--- config.mk ---
export PLATFORM = sky130hd
export DESIGN_NAME = piece_writer
export DESIGN_NICKNAME = d
export VERILOG_FILES = /design/src/rtl/tetris_pkg.sv /design/src/rtl/piece_writer_row_scanner.sv /design/src/rtl/piece_writer.sv
export SDC_FILE = /design/constraint.sdc
export NUM_CORES = 1
export LEC_CHECK = 0
export BUFFER_PORTS_ARGS = -buffer_cell sky130_fd_sc_hd__clkbuf_2
export CORE_UTILIZATION = 45
export CTS_CLUSTER_DIAMETER = 50
export CTS_CLUSTER_SIZE = 12
export DETAILED_ROUTE_END_ITERATION = 7
export GPL_TIMING_DRIVEN = 0
export PLACE_DENSITY_LB_ADDON = 0.2
export SYNTH_ARGS = -nofsm -noshare
export SYNTH_HDL_FRONTEND = slang
export SYNTH_SLANG_ARGS = --single-unit
--- constraint.sdc ---
create_clock -name clk -period 11.15 [get_ports clk]
set_input_delay 1.6725 -clock clk [delete_from_list [all_inputs] [get_ports clk]]
set_output_delay 1.6725 -clock clk [all_outputs]
set_load 0.02 [all_outputs]
--- src/rtl/tetris_pkg.sv ---
// Board geometry, colour encoding and address helpers shared by the
// collision reader and the piece writer.
package tetris_pkg;

  localparam int unsigned BOARD_W = 10;
  localparam int unsigned BOARD_H = 20;
  localparam int unsigned COL_W   = 6;

  localparam logic [COL_W-1:0] COL_BLACK = '0;

  typedef enum logic [1:0] {
    PW_IDLE,
    PW_WRITE,
    PW_SCAN,
    PW_DONE
  } pw_state_e;

  // 9-bit coordinates so callers can pass unwrapped sums; result is 8-bit.
  function automatic logic [7:0] board_addr(input logic [8:0] x, input logic [8:0] y);
    logic [15:0] a;
    a = ({7'd0, y} * 16'(BOARD_W)) + {7'd0, x};
    return a[7:0];
  endfunction

  function automatic logic [1:0] lowest_bit(input logic [3:0] m);
    logic [1:0] r;
    logic       found;
    r     = '0;
    found = 1'b0;
    for (int unsigned i = 0; i < 4; i++) begin
      if (m[i] && !found) begin
        r     = 2'(i);
        found = 1'b1;
      end
    end
    return r;
  endfunction

endpackage

--- src/rtl/piece_writer_row_scanner.sv ---
// Reads one board row (cols 0..9) and reports whether every cell is non-black.
// start is held high for the whole 11-cycle visit; row must stay stable.
module row_scanner
  import tetris_pkg::*;
(
  input  logic             clk,
  input  logic             reset,
  input  logic             start,
  input  logic [6:0]       row,
  input  logic [COL_W-1:0] ram_Q,
  output logic [7:0]       addr,
  output logic             full,
  output logic             ready
);

  logic [3:0] col_q, col_d;
  logic [3:0] cnt_q, cnt_d;
  logic       q_hit;

  always_comb begin
    q_hit = (ram_Q != COL_BLACK);
    col_d = col_q;
    cnt_d = cnt_q;
    ready = 1'b0;
    full  = 1'b0;
    addr  = board_addr({5'd0, col_q}, {2'd0, row});
    if (start) begin
      // col_q == BOARD_W is the drain cycle: Q holds the column-9 read.
      if (col_q == 4'(BOARD_W)) begin
        ready = 1'b1;
        full  = ((cnt_q + {3'd0, q_hit}) == 4'(BOARD_W));
        col_d = '0;
        cnt_d = '0;
      end else begin
        col_d = col_q + 4'd1;
        if (col_q != 4'd0) begin
          cnt_d = cnt_q + {3'd0, q_hit};
        end
      end
    end
  end

  always_ff @(posedge clk) begin
    if (reset) begin
      col_q <= '0;
      cnt_q <= '0;
    end else begin
      col_q <= col_d;
      cnt_q <= cnt_d;
    end
  end

endmodule

--- src/rtl/piece_writer.sv ---
// Writes (or erases) a tetromino into the board RAM, then checks the rows the
// locked piece touched for completeness.
module piece_writer
  import tetris_pkg::*;
(
  input  logic             clk,
  input  logic             reset,
  input  logic             start,
  input  logic             erase,
  input  logic [7:0]       X,
  input  logic [6:0]       Y,
  input  logic [15:0]      cells,
  input  logic [COL_W-1:0] colour,
  input  logic [COL_W-1:0] ram_Q,
  output logic [7:0]       ram_addr,
  output logic [COL_W-1:0] ram_data,
  output logic             ram_wren,
  output logic             busy,
  output logic             done,
  output logic [3:0]       full_rows,
  output logic             oob
);

  pw_state_e        state_q, state_d;
  logic [7:0]       x_q, x_d;
  logic [6:0]       y_q, y_d;
  logic [15:0]      cells_q, cells_d;
  logic [COL_W-1:0] colour_q, colour_d;
  logic             erase_q, erase_d;
  logic [1:0]       cell_q, cell_d;
  logic [1:0]       row_q, row_d;
  logic [3:0]       mask_q, mask_d;
  logic [3:0]       full_q, full_d;
  logic             oob_q, oob_d;

  logic [3:0] cur;
  logic [8:0] cell_x, cell_y;
  logic       cell_oob;
  logic [3:0] mask_acc, mask_rem;
  logic       scan_en, scan_full, scan_ready;
  logic [6:0] scan_row;
  logic [7:0] scan_addr;

  row_scanner u_scan (
    .clk   (clk),
    .reset (reset),
    .start (scan_en),
    .row   (scan_row),
    .ram_Q (ram_Q),
    .addr  (scan_addr),
    .full  (scan_full),
    .ready (scan_ready)
  );

  assign scan_en   = (state_q == PW_SCAN);
  assign scan_row  = y_q + {5'd0, row_q};
  assign full_rows = full_q;
  assign oob       = oob_q;

  always_comb begin
    cur      = cells_q[4*cell_q +: 4];
    cell_x   = {1'b0, x_q} + {7'd0, cur[3:2]};
    cell_y   = {2'b0, y_q} + {7'd0, cur[1:0]};
    cell_oob = (cell_x > 9'(BOARD_W - 1)) || (cell_y > 9'(BOARD_H - 1));
    mask_acc = mask_q | (cell_oob ? 4'b0000 : (4'b0001 << cur[1:0]));
    mask_rem = mask_q & ~(4'b0001 << row_q);

    state_d  = state_q;
    x_d      = x_q;
    y_d      = y_q;
    cells_d  = cells_q;
    colour_d = colour_q;
    erase_d  = erase_q;
    cell_d   = cell_q;
    row_d    = row_q;
    mask_d   = mask_q;
    full_d   = full_q;
    oob_d    = oob_q;
    ram_addr = '0;
    ram_data = COL_BLACK;
    ram_wren = 1'b0;
    busy     = 1'b0;
    done     = 1'b0;

    case (state_q)
      PW_IDLE: begin
        if (start) begin
          x_d      = X;
          y_d      = Y;
          cells_d  = cells;
          colour_d = colour;
          erase_d  = erase;
          cell_d   = '0;
          mask_d   = '0;
          full_d   = '0;
          oob_d    = 1'b0;
          state_d  = PW_WRITE;
        end
      end
      PW_WRITE: begin
        busy     = 1'b1;
        ram_addr = board_addr(cell_x, cell_y);
        ram_data = erase_q ? COL_BLACK : colour_q;
        ram_wren = !cell_oob;
        if (cell_oob) oob_d = 1'b1;
        mask_d = mask_acc;
        cell_d = cell_q + 2'd1;
        if (cell_q == 2'd3) begin
          // A lock whose cells all fell off has no rows to check.
          if (erase_q || (mask_acc == 4'b0000)) begin
            state_d = PW_DONE;
          end else begin
            row_d   = lowest_bit(mask_acc);
            state_d = PW_SCAN;
          end
        end
      end
      PW_SCAN: begin
        busy     = 1'b1;
        ram_addr = scan_addr;
        if (scan_ready) begin
          full_d[row_q] = scan_full;
          mask_d        = mask_rem;
          row_d         = lowest_bit(mask_rem);
          if (mask_rem == 4'b0000) state_d = PW_DONE;
        end
      end
      PW_DONE: begin
        done    = 1'b1;
        state_d = PW_IDLE;
      end
      default: state_d = PW_IDLE;
    endcase
  end

  always_ff @(posedge clk) begin
    if (reset) begin
      state_q  <= PW_IDLE;
      x_q      <= '0;
      y_q      <= '0;
      cells_q  <= '0;
      colour_q <= '0;
      erase_q  <= 1'b0;
      cell_q   <= '0;
      row_q    <= '0;
      mask_q   <= '0;
      full_q   <= '0;
      oob_q    <= 1'b0;
    end else begin
      state_q  <= state_d;
      x_q      <= x_d;
      y_q      <= y_d;
      cells_q  <= cells_d;
      colour_q <= colour_d;
      erase_q  <= erase_d;
      cell_q   <= cell_d;
      row_q    <= row_d;
      mask_q   <= mask_d;
      full_q   <= full_d;
      oob_q    <= oob_d;
    end
  end

endmodule

Yosys cells after proc, flatten, opt, wreduce, memory -nomap -nowiden

Cells that the tools add are included.

Bits in latches: 0
Bits in registers: 61
Output and inout bits: 22
Memory bits (read-only): 0
Bits in writable memories: 0
Memories kept: 0
Logic and storage cells: 144
Input bits: 47

Bitwise gates (word level): 3
Shift-type cells: 3
Add/subtract/negate cells: 8
Divide/modulo/power cells: 0
Muxes and demuxes: 64
$mul: 2
Equality and inequality tests: 12
$lt $le $gt $ge: 4
Reduce and logical (&&, ||, !) cells: 35

Operators by type and width:

| operator                                                                         | count |
|---|---|
| 1-bit two-way mux                                                                | 34 |
| 4-bit two-way mux                                                                | 7 |
| 2-bit two-way mux                                                                | 12 |
| 8-bit case mux with 2 select lines                                               | 1 |
| 16-bit by 5-bit variable part select with 4-bit output                           | 1 |
| 6-bit two-way mux                                                                | 2 |
| 4-bit case mux with 3 select lines                                               | 1 |
| 8-bit by 2-bit adder with 9-bit output                                           | 1 |
| 9-bit by 4-bit greater-than comparator with 1-bit output (second input constant) | 1 |
| 3-bit AND reduction                                                              | 3 |
| 7-bit by 2-bit adder with 8-bit output                                           | 1 |
| 8-bit by 4-bit adder with 8-bit output                                           | 1 |
| 8-bit adder                                                                      | 1 |
| 4-bit == test (second input constant)                                            | 2 |
| 8-bit by 5-bit greater-than comparator with 1-bit output (second input constant) | 1 |
| 4-bit logical NOT                                                                | 2 |
| 8-bit by 3-bit multiplier with 7-bit output (second input constant)              | 1 |
| 2-bit inequality test (second input constant)                                    | 4 |
| 2-bit case mux with 2 select lines                                               | 2 |
| 2-bit case mux with 4 select lines                                               | 1 |
| 4-bit case mux with 2 select lines                                               | 1 |
| 4-bit AND reduction                                                              | 2 |
| 2-bit nonzero test                                                               | 4 |
| 1-bit by 2-bit << shifter with 4-bit output (first input constant)               | 2 |
| 25 further kinds                                                                 | 43 |

Logic depth before layout (Yosys ltp)

Depth in word-level cells: 29
Gate-level depth with buffers: 16
Gate-level depth less buffers: 15

Hierarchy

Synthesis repeated with hierarchy kept, for this count alone.

Cells, all modules: 523
Area total of the unflattened synthesis: 4,220.3 sq um

Modules (own cells, without submodules):

| module       | area each (sq um) | instances | cells an instance | seq. area each (sq um) |
|---|---|---|---|---|
| piece_writer | 3,459.6           | 1         | 439               | 1,061.0 |
| row_scanner  | 760.7             | 1         | 84                | 160.2 |

Worst setup path after synthesis

No wires, ideal clock.

Path type: register -> output
From: register cell_q[0]
To: output ram_addr[7]
Cell stages (with the launch flop): 15
Arrival time: 3.942 ns
Setup slack: 5.536 ns
Buffers on the path: 1
Cell sequence: dfxtp_1 > clkbuf_1 > mux4_2 > ha_1 > fa_1 > nand3_1 > xnor2_1 > ha_1 > fa_1 > ha_1 > inv_1 > o21bai_1 > a21oi_1 > xnor2_1 > o22ai_1

Cells in the longest elaborated chain, start to end: 5
Elaborated cells between the ends (all ways): 6

Ends and longest elaborated chain:

| what                                                       | line                | text |
|---|---|---|
| start, declared                                            | piece_writer.sv:30  | `logic [1:0] cell_q, cell_d;` |
| start signal, assigned                                     | piece_writer.sv:156 | `cell_q <= cell_d;` |
| 16-bit by 5-bit variable part select with 4-bit output (*) | piece_writer.sv:61  | `cur = cells_q[4*cell_q +: 4];` |
| 7-bit by 2-bit adder with 8-bit output                     | piece_writer.sv:63  | `cell_y = {2'b0, y_q} + {7'd0, cur[1:0]};` |
| 8-bit by 3-bit multiplier with 7-bit output                | tetris_pkg.sv:21    | `a = ({7'd0, y} * 16'(BOARD_W)) + {7'd0, x};` |
| 8-bit adder (*)                                            | tetris_pkg.sv:21    |  |
| 8-bit case mux with 2 select lines (*)                     | piece_writer.sv:85  | `case (state_q)` |
| end, declared                                              | piece_writer.sv:15  | `output logic [7:0] ram_addr,` |

Mark *: on every way between the ends. The rest lies on a longest branch, timed or not.

Worst setup path in the final report

Ends and elaborated chain as after synthesis.

==> reports/qor.csv <==
metric,value,unit
top-count cell post-synth,nand2_1,
Core Rows,35,
post-route core utilization,0.537,
Synth Flop Type,dfxtp_1,
Hold Crit Endpoint,cells_q[8]$_SDFFE_PP0P_,
Worst-path clk slew,80,ps
die span in x,99.7,µm
Die Y,99.7,µm
"setup slack, reg-to-reg",7120,ps
Post-Synth Simple-Gate Area,0.217,
Commonest cells post-synth,"93 x nand2_1, 69 x a21oi_1, 61 x dfxtp_1, 36 x ha_1, 27 x clkbuf_1",
number of synthesized flops with an enable pin,0,
P_int,0.516,mW
Highest Signal Layer,met4,
area grow syn2layout,15.6,%
worst min path class,reg2reg,
largest net degree at the start of global routing,13,
post_cts resized,0,
Period minus WS final,6390,ps
Synth Area in Adders,0.138,
complex-gate fraction of the synthesized area,0.204,
Initial Utilization,0.464,
worst hold margin,452,ps
combinational share of power,0.516,
initial antenna violation count,0,
Synth async-reset ratio,0,
clock sinks,61,
number of synthesis warnings,0,
leakage,2.15,nW
final antenna-violating net count,0,
Max Clock Freq,0.156,GHz
Max Root-Sink Buffers,2,
max cap viols,0,
largest family of logic cells by synthesized area,simple AND/OR/NAND/NOR gates,
sequential area share after synthesis,0.285,
vias per inst,5.37,
port bufs,67,
synth top area cells,"dfxtp_1 28%, ha_1 10%, nand2_1 8.1%",
pin slew with the least headroom to its limit,749,ps
vias in the first global route,3796,
CP Data Required Time,9480,ps
mapped cell area,4290,µm²
Residual DRC,0,
drt pass-1 iters,5,
H-tree depth,3,
initial drt markers,194,
total number of vias,4020,
hold_sp,cells_q[8]$_SDFFE_PP0P_,
skew final,7.63,ps
wire length per cell,14.8,µm
relative slew slack,0.494,
Cells after DPL,732,
Syn Nets,626,
Pwr Density,190,nW/µm²
worst r2r path cells,13,
met3 WL,549,µm
r2r startpoint,cell_q[0]$_SDFFE_PP0P_,
gpl congestion,0.915,
Antenna Cells,0,
syn_area_per_cell,8.01,µm²
switching pwr,0.425,mW
Setup-failing EPs final,0,
met1 WL,5030,µm
Ports,69,
Setup CP Type,reg2out,
cts hold-fix bufs,0,
#FFs+latches synth,61,
outcome,"finished, final reports clean",
DP HPWL,8600,µm
nets,704,
Clock Tree Root,clkbuf_8,
count of final hold-check violations,0,
setup repair after global routing missed its margin,false,
critical register-to-register path endpoint,row_q[0]$_SDFFE_PP0P_,
GRT Total Usage,0.234,
Synth cell types,64,
CP Capture Type,output port,
Met2 Routed Length,5200,µm
setup_tns,0,ps
crit-path max FO,6,
gr ovfl total,0,
Total Wirelength,11000,µm
hold path cells,2,
"Cell Count, Final, Fillers Out",748,
postcts setup bufs,0,
Max Slew Vio Count,0,
Post-Synth XOR/XNOR Area,0.0778,
worst skew pair latency,360,ps
Switching Fraction,0.452,
layout cells sized above 1,0.163,
post-synthesis cell count,536,
die area,9930,µm²
fin crit share,0.573,
sequential power share,0.290,
clock share of power,0.194,
area share of the largest cell type after synthesis,0.285,
core area,9240,µm²
multiplexer share of the synthesized area,0.0303,
Worst Setup Start Kind,register,
Synth area leader,dfxtp_1,
CTS tree,yes,
Overall Power,0.941,mW
Critical Path AT,4720,ps
VDD IR max,0.104,mV
total CTS buffers,9,
first-pass GRT wire length,18100,µm
cells by family after synthesis:
kind of cell,after synthesis
multiplexers,8
AO/OA/AOI/OAI,138
adder cells (fa/ha/maj),43
flip-flops,61
buffers and inverters,53
XOR/XNOR,36
AND/OR/NAND/NOR,197
per-stage QoR:
step / worst slack (ps) / cell area, µm²
5_1_grt: 4460 / 4960
3_5_place_dp: 5120 / 4790
3_3_place_gp: 5220 / 4790
6_report: 4760 / 4960
4_1_cts: 4700 / 4960
2_1_floorplan: 5540 / 4290
routing by layer:
metal,GRT usage,vias up
li1,-,2032
met1,0.302,1861
met2,0.391,110
met3,0.0387,17
met4,0.0928,0
met5,0,-
power by group through the flow:
stage	clock network, mW	registers [mW]	logic [mW]
2_1_floorplan	0	0.273	0.356
5_1_grt	0.195	0.278	0.539
3_3_place_gp	0	0.277	0.468
6_report	0.182	0.273	0.485
3_5_place_dp	0	0.278	0.484
4_1_cts	0.184	0.273	0.487
area by class of cell:
class	instances	area, µm²
inverter	21	78.8
buffer	32	129
clock inverter	7	50.0
fill	922	4280
timing repair buffer	67	335
tap	129	161
multi-input combinational	422	2860
clock buffer	9	124
sequential	61	1220
worst max-delay path, stage by stage (launching register included):
cell	delay, ps
dfxtp_1	330
clkbuf_1	340
mux4_2	640
ha_1	250
fa_1	470
nand3_1	180
xnor2_1	90
ha_1	360
fa_1	510
ha_1	350
inv_1	50
o21bai_1	140
a21oi_1	100
xnor2_1	260
o22ai_1	120
clkbuf_2	170
sequential cells by signal (all words and copies together) (netlist names), 4 cells and up:
register / flops
cells_q: 16
x_q: 8
y_q: 7
colour_q: 6
full_rows: 4
mask_q: 4
u_scan.cnt_q: 4
u_scan.col_q: 4
worst max path at each step:
| stage | depth (start not counted) | slack [ps] | start | endpoint |
|---|---|---|---|---|
| 3_3_place_gp | 15 | 5220 | cell_q[0]$_SDFFE_PP0P_ | ram_addr[7] |
| 3_5_place_dp | 15 | 5120 | cell_q[0]$_SDFFE_PP0P_ | ram_addr[7] |
| 2_1_floorplan | 14 | 5540 | cell_q[0]$_SDFFE_PP0P_ | ram_addr[7] |
| 5_1_grt | 15 | 4460 | cell_q[0]$_SDFFE_PP0P_ | ram_addr[7] |
| 4_1_cts | 15 | 4700 | cell_q[0]$_SDFFE_PP0P_ | ram_addr[7] |
| 6_report | 15 | 4760 | cell_q[0]$_SDFFE_PP0P_ | ram_addr[7] |
layout by cell type, fill, tap and decap left out, types with 3 or more instances in the layout:
master	netlist	layout
nand2b_1	9	9
clkbuf_1	27	27
ha_1	36	36
nand2_1	93	93
inv_1	19	19
o21ai_0	12	12
and2_1	11	11
a22oi_1	11	11
clkbuf_8	0	9
o22ai_1	3	3
nand3_1	9	9
xor2_1	12	12
or2_2	3	3
o211ai_1	4	4
and3_1	4	4
clkinvlp_4	0	3
or3_1	3	3
buf_1	3	3
nor2_1	25	25
clkbuf_2	0	67
a22o_1	4	4
xnor2_1	23	23
mux4_2	4	4
fa_1	7	7
mux2i_1	4	4
nor3_1	13	13
a21o_1	8	8
dfxtp_1	61	61
nor4_1	5	5
a21oi_1	69	69
nor2b_1	10	10
Note: power is estimated with default switching activity, not from simulation.
